$ cat config.mk
export PLATFORM = sky130hd
export DESIGN_NAME = memcopy_sp
export DESIGN_NICKNAME = d
export VERILOG_FILES = /design/src/rtl/memcopy_sp.sv
export SDC_FILE = /design/constraint.sdc
export NUM_CORES = 1
export LEC_CHECK = 0
export CAP_MARGIN = 10
export CORE_MARGIN = 2
export CORE_UTILIZATION = 45
export CTS_CLUSTER_SIZE = 14
export DETAILED_ROUTE_END_ITERATION = 6
export MAX_ROUTING_LAYER = met4
export PLACE_DENSITY = 0.78
export REMOVE_ABC_BUFFERS = 1
export SLEW_MARGIN = 10
export SYNTH_ARGS = -nofsm -noshare
export SYNTH_HDL_FRONTEND = slang
export SYNTH_SLANG_ARGS = --single-unit
$ cat constraint.sdc
create_clock -name clk -period 2.95 [get_ports clk]
set_input_delay 0.59 -clock clk [delete_from_list [all_inputs] [get_ports clk]]
set_output_delay 0.59 -clock clk [all_outputs]
set_load 0.005 [all_outputs]
$ cat src/rtl/memcopy_sp.sv
// memcopy_sp: copies num words from src to dest through one single-port RAM, three cycles per word.
// Define MEMCOPY_OVERLAP_EN to copy backward when dest overlaps above src (memmove semantics).
module memcopy_sp #(
    parameter int ADDR_W = 8,
    parameter int DATA_W = 8
) (
    input  logic              clk,
    input  logic              reset,
    input  logic              start,
    input  logic [ADDR_W-1:0] src,
    input  logic [ADDR_W-1:0] dest,
    input  logic [ADDR_W-1:0] num,
    output logic              busy,
    output logic              done,
    output logic [ADDR_W-1:0] addr,
    output logic [DATA_W-1:0] wr_q,
    input  logic [DATA_W-1:0] rd_q,
    output logic              we,
    output logic              oe
);

    typedef enum logic [2:0] {
        S_IDLE = 3'd0,
        S_RD   = 3'd1,
        S_CAP  = 3'd2,
        S_WR   = 3'd3,
        S_FIN  = 3'd4
    } state_t;

    state_t              state_q;
    logic [ADDR_W-1:0]   src_q;
    logic [ADDR_W-1:0]   dest_q;
    logic [ADDR_W-1:0]   num_q;
    logic [ADDR_W-1:0]   i_q;
    logic                bwd_q;
    logic                busy_q;
    logic                done_q;
    logic                we_q;
    logic                oe_q;
    logic [ADDR_W-1:0]   addr_q;
    logic [DATA_W-1:0]   wr_data_q;

    logic                start_bwd_s;
    logic [ADDR_W:0]     i_inc_s;
    logic                more_s;
    logic [ADDR_W-1:0]   first_addr_s;
    logic [ADDR_W-1:0]   wr_addr_s;
    logic [ADDR_W-1:0]   next_rd_addr_s;

    // Address of word idx in a block; all arithmetic wraps modulo 2^ADDR_W.
    function automatic logic [ADDR_W-1:0] word_addr(
        input logic [ADDR_W-1:0] base,
        input logic [ADDR_W-1:0] n,
        input logic [ADDR_W-1:0] idx,
        input logic              bwd
    );
        logic [ADDR_W-1:0] res;
        if (bwd) begin
            res = base + n - {{(ADDR_W-1){1'b0}}, 1'b1} - idx;
        end else begin
            res = base + idx;
        end
        return res;
    endfunction

`ifdef MEMCOPY_OVERLAP_EN
    assign start_bwd_s = (dest > src) && ((dest - src) < num);
`else
    assign start_bwd_s = 1'b0;
`endif

    assign i_inc_s        = {1'b0, i_q} + {{ADDR_W{1'b0}}, 1'b1};
    assign more_s         = (i_inc_s < {1'b0, num_q});
    assign first_addr_s   = word_addr(src, num, {ADDR_W{1'b0}}, start_bwd_s);
    assign wr_addr_s      = word_addr(dest_q, num_q, i_q, bwd_q);
    assign next_rd_addr_s = word_addr(src_q, num_q, i_inc_s[ADDR_W-1:0], bwd_q);

    // Copy sequencer; RAM strobes are set on entry to RD/WR so every output is registered.
    always_ff @(posedge clk or negedge reset) begin
        if (!reset) begin
            state_q   <= S_IDLE;
            src_q     <= {ADDR_W{1'b0}};
            dest_q    <= {ADDR_W{1'b0}};
            num_q     <= {ADDR_W{1'b0}};
            i_q       <= {ADDR_W{1'b0}};
            bwd_q     <= 1'b0;
            busy_q    <= 1'b0;
            done_q    <= 1'b0;
            we_q      <= 1'b0;
            oe_q      <= 1'b0;
            addr_q    <= {ADDR_W{1'b0}};
            wr_data_q <= {DATA_W{1'b0}};
        end else begin
            case (state_q)
                S_IDLE: begin
                    done_q <= 1'b0;
                    we_q   <= 1'b0;
                    oe_q   <= 1'b0;
                    if (start) begin
                        src_q  <= src;
                        dest_q <= dest;
                        num_q  <= num;
                        i_q    <= {ADDR_W{1'b0}};
                        bwd_q  <= start_bwd_s;
                        busy_q <= 1'b1;
                        if (num != {ADDR_W{1'b0}}) begin
                            state_q <= S_RD;
                            oe_q    <= 1'b1;
                            addr_q  <= first_addr_s;
                        end else begin
                            state_q <= S_FIN;
                        end
                    end
                end
                S_RD: begin
                    oe_q    <= 1'b0;
                    we_q    <= 1'b0;
                    state_q <= S_CAP;
                end
                S_CAP: begin
                    // rd_q is valid now, one cycle after the oe cycle.
                    wr_data_q <= rd_q;
                    we_q      <= 1'b1;
                    oe_q      <= 1'b0;
                    addr_q    <= wr_addr_s;
                    state_q   <= S_WR;
                end
                S_WR: begin
                    we_q <= 1'b0;
                    i_q  <= i_inc_s[ADDR_W-1:0];
                    if (more_s) begin
                        oe_q    <= 1'b1;
                        addr_q  <= next_rd_addr_s;
                        state_q <= S_RD;
                    end else begin
                        oe_q    <= 1'b0;
                        state_q <= S_FIN;
                    end
                end
                S_FIN: begin
                    we_q    <= 1'b0;
                    oe_q    <= 1'b0;
                    busy_q  <= 1'b0;
                    done_q  <= 1'b1;
                    state_q <= S_IDLE;
                end
                default: begin
                    we_q    <= 1'b0;
                    oe_q    <= 1'b0;
                    busy_q  <= 1'b0;
                    done_q  <= 1'b0;
                    state_q <= S_IDLE;
                end
            endcase
        end
    end

    assign busy = busy_q;
    assign done = done_q;
    assign addr = addr_q;
    assign wr_q = wr_data_q;
    assign we   = we_q;
    assign oe   = oe_q;

endmodule


## Word-level counts from Yosys, hierarchy flattened

Index checks and enable logic that the tools add are counted.

- Flip-flop bits (word level): 55
- Input port bits: 35
- Word-level logic and storage cells: 50

- Add/sub/neg operators: 3
- Magnitude comparators: 1
- Equality and inequality tests: 7
- Mux-type cells: 18
- Bitwise operators: 1
- Reductions and logical operators: 9

Operator list:

| cell | count |
|---|---|
| 2-to-1 mux 8 bit | 4 |
| case mux 8 bit (3 select lines) | 1 |
| adder 8 bit | 2 |
| case mux 8 bit (2 select lines) | 1 |
| case mux 3 bit (4 select lines) | 1 |
| adder 8 x 1 -> 9 bit, second input constant | 1 |
| < comparator 9 x 8 -> 1 bit | 1 |
| 2-to-1 mux 3 bit | 3 |
| nonzero test 8 bit | 1 |
| == test 3 x 2 -> 1 bit, second input constant | 2 |
| inequality test 2 bit, second input constant | 3 |
| case mux 1 bit (2 select lines) | 3 |
| AND reduction 2 bit | 3 |
| 2-to-1 mux 1 bit | 5 |
| AND reduction 4 bit | 1 |
| == test 3 x 1 -> 1 bit, second input constant | 1 |
| == test 3 bit, second input constant | 1 |
| logical NOT 3 bit | 1 |
| nonzero test 3 bit | 1 |
| OR reduction 3 bit | 1 |
| nonzero test 2 bit | 1 |
| NOT 1 bit | 1 |

## Depth between registers and ports, before layout

- Depth in word-level cells: 4
- Depth in mapped cells: 10

## Worst setup path after synthesis

OpenSTA, ideal clock, no wires.

- Path type: flip-flop to flip-flop
- From: register i_q[0]
- To: register addr_q[0] (netlist: addr[0])
- Setup time: 0.125 ns
- Arrival: 2.516 ns
- Required time: 2.825 ns
- Slack: 0.309 ns
- Cell stages (with the launch flop): 11
- Clock period less this slack: 2.641 ns
- Cell sequence: dfrtp_1 -> ha_1 -> nand3_1 -> nor2_1 -> xor2_1 -> ha_1 -> and4_1 -> nand2_1 -> o2111a_1 -> o22ai_4 -> mux2_4

- Cells in the longest elaborated chain, start to end: 4
- Elaborated cells between the ends (all ways): 8

RTL lines:

| element | RTL line | RTL |
|---|---|---|
| start: declaration | 34 | `logic [ADDR_W-1:0] i_q;` |
| start signal: assignment | 85 | `i_q <= {ADDR_W{1'b0}};` |
| start signal: assignment | 103 | `i_q <= {ADDR_W{1'b0}};` |
| start signal: assignment | 130 | `i_q <= i_inc_s[ADDR_W-1:0];` |
| adder 8 x 1 -> 9 bit | 72 | `assign i_inc_s = {1'b0, i_q} + {{ADDR_W{1'b0}}, 1'b1};` |
| adder 8 bit / < comparator 9 x 8 -> 1 bit (equally long branches) | 61, 73 |  |
| 2-to-1 mux 8 bit / inequality test 2 bit (equally long branches) | n/a |  |
| case mux 8 bit (3 select lines) / AND reduction 4 bit (equally long branches) | n/a |  |
| end signal: assignment | 91 | `addr_q <= {ADDR_W{1'b0}};` |
| end signal: assignment | 109 | `addr_q <= first_addr_s;` |
| end signal: assignment | 133 | `addr_q <= next_rd_addr_s;` |
| end: declaration | 40 | `logic [ADDR_W-1:0] addr_q;` |

Parallel ways exist; a longest one is shown, timed or not. The select of a mux whose other input is x is not followed.
A chain may end at the register's enable or synchronous reset.

## Worst setup path in the final report

- From: register i_q[1]
- To: register addr_q[2] (netlist: addr[2])

Same word-level chain as after synthesis.

==> impl_metrics.yaml <==
sta:
  slew_viol_final: 0
  min_period_over_period: 0.957
  tightest_slew_ps: 676
  hold_slack_ps: 314
  skew_ps: 3.53
  relSlewSlack: 0.549
  finalHoldViolations: 0
  worst_slack_ps: 128
  max_freq_mhz: 354
  period_minus_slack_ps: 2820
  setup_violations: 0
  fin_tns_setup_ps: 0
placed_design:
  post_dp_cell_area_um2: 3860
  preCtsSetupSlack_ps: -43.4
  io_buffers: 54
  place_congestion: 0.887
  dp_hpwl_um: 5440
floorplanning:
  start_util: 0.466
  std_cell_rows: 30
  num_io_pins: 55
  core_area_um2: 6790
  chipHeight_um: 87.8
  die-area_um2: 7720
  dieWidth_um: 87.8
layout:
  final_common_cell: "dfrtp_1"
  syn2layout_area_growth_pct: 27.2
  diodes: 0
  final_area_um2: 4020
  final_util: 0.592
  fin_nets: 431
  drive_gt1_frac: 0.159
  mostFrequentLayoutCells: "dfrtp_1 (54), clkdlybuf4s50_1 (53), o21ai_0 (40), nand2_1 (35), mux2_2 (24)"
  nFillCells: 587
route:
  drt_iter0_drc: 115
  vias: 2503
  ant_nets: 0
  wire_per_inst_um: 15.1
  firstDrtPassIters: 4
  drcViolationCount: 0
  wl_um: 7050
  viasPerCell: 5.35
setup_path:
  timing.rr.start: "i_q[1]"
  crit_type: "register to register"
  crit_chain: "ha_2 -> nand3_1 -> nor2_2 -> xor2_2 -> ha_1 -> and4_1 -> a21oi_1 -> o2111a_2 -> o22ai_4 -> buf_12 -> mux2_4"
  slowest_stage: "dfrtp_2"
  r2r_slack_ps: 130
  cp_max_fo: 9
  crit_path_end_kind: "register"
  crit_end: "addr[2]"
  reg2reg_depth: 11
  startpoint_type: "register"
  slowest_delay_ps: 440
  worstPathArrival_ps: 3020
  r2r-end: "addr[2]"
  required_ps: 3140
  critPathLaunch: "i_q[1]"
yosys:
  syn_avg_cell_area_um2: 10.3
  ys_seq_elements: 55
  yosys_warnings: 0
  ys_seq_area_frac: 0.435
  synth_edf_count: 0
  ys_async_sr_fraction: 1.00
  syn_inst: 306
  synth_cell_types: 41
  syn_area_um2: 3160
  synth_ff_type: "dfrtp_1"
global_route:
  grt_max_degree: 29
  grt_pass1_vias: 2391
  grt_antenna_before_repair: 0
  globalRouteTotalUtil: 0.197
  grt_pass1_wl_um: 11400
  grt_overflow_total: 0
power:
  ir_drop_v: 0.000442
  p_leak_nw: 1.78
  power.density_nw_per_um2: 1090
clock_tree:
  cts_buffers: 5
  cts_tree: "built"
  clk_latency_ps: 300
  path_clk_slew_ps: 90
  clk_path_buf_depth: 2
  h-tree-depth: 2
  postCtsHoldBufs: 0
  clkSinkCount: 55
  cts_root_buffer: "clkbuf_8"
worst_hold_path:
  hold_class: "input port to async pin"
status:
  outcome: "completed"
flow_run:
  maxCapViolations: 0
worst min path at each step:
stage	from	endpoint	slack, ps
global route	reset	dest_q[4]	350
floorplan	reset	addr[0]	290
CTS	reset	i_q[4]	330
finish	reset	done	310
detailed placement	wr_q[2]	wr_q[2]	500
global placement	wr_q[5]	wr_q[5]	490
power by group:
part	internal, W	switching [W]	leakage, nW
registers	0.00111	0.000227	0.670
logic	0.00136	0.00121	1.06
clock network	0.000249	0.000232	0.0513
sequential cells by signal, summed over array words and instances, names as in the netlist:
signal,cells
addr,8
dest_q,8
i_q,8
num_q,8
src_q,8
wr_q,8
state_q,3
busy,1
done,1
oe,1
we,1
cell families (layout without fill, tap and decap cells):
logic type / count (synthesis) / in the layout / synth area share
muxes: 34 / 34 / 0.127
adders and majority gates: 24 / 24 / 0.0997
AOI/OAI and AO/OA: 78 / 78 / 0.150
xor gates and xnor gates: 15 / 15 / 0.0459
DFF: 55 / 55 / 0.435
and+or+nand+nor: 76 / 76 / 0.114
buffers and inverters: 24 / 90 / 0.0293
worst max-delay path: cells and delay by family (launching register included):
kind,cells,cell delay (ps)
mux,1,290
simple gates,3,570
compound gates,3,530
fa+ha+maj,2,510
flops,1,440
xor+xnor,1,210
buf+inv,1,170
through the flow:
stage          power (W)  cells
6_report         0.00439    468
5_1_grt          0.00476    468
4_1_cts          0.00433    464
3_5_place_dp     0.00384    457
3_3_place_gp     0.00373    457
2_1_floorplan    0.00298    299
metal layers:
layer  GRT usage  part of all wire  up-vias  routed length [um]
met5           -                 0        -                   0
met2       0.307              0.48       65                3400
li1            -                 -     1225                   -
met3      0.0330             0.051        9                 359
met4      0.0517             0.011        0                  80
met1       0.269              0.46     1204                3220
layout make-up:
class                      instances  area, um^2  share of cell area
clock inverter                     1        30.0             0.00747
sequential                        55        1380               0.342
inverter                          17        63.8              0.0159
clock buffer                       6        72.6              0.0180
multi-input combinational        227        1710               0.425
tap                               96         120              0.0299
timing repair buffer              66         651               0.162
synthesized netlist by cell type, types with 3 or more instances:
cell type	n	share of area
o21bai_1	3	0.0071
a21oi_1	12	0.019
a21o_1	5	0.012
mux2_4	6	0.028
nor2_1	14	0.017
a211oi_1	3	0.0071
nand3_1	5	0.0079
nor3_1	3	0.0047
nor2b_1	4	0.0079
xnor2_1	11	0.030
o31ai_1	3	0.0071
o21ai_0	40	0.063
dfrtp_1	55	0.44
clkbuf_1	5	0.0059
nand2_1	35	0.042
xor2_1	3	0.0083
mux2i_1	4	0.013
ha_1	22	0.087
nand2b_1	5	0.0099
o221ai_1	3	0.0083
inv_1	16	0.019
mux2_2	24	0.085
timing repair:
item                       4_1_cts  5_1_grt
resized for setup                1        4
buffers inserted                 0        4
setup endpoints to repair        6        8
pin swaps                        0        2
Note: power is estimated with default switching activity, not from simulation.
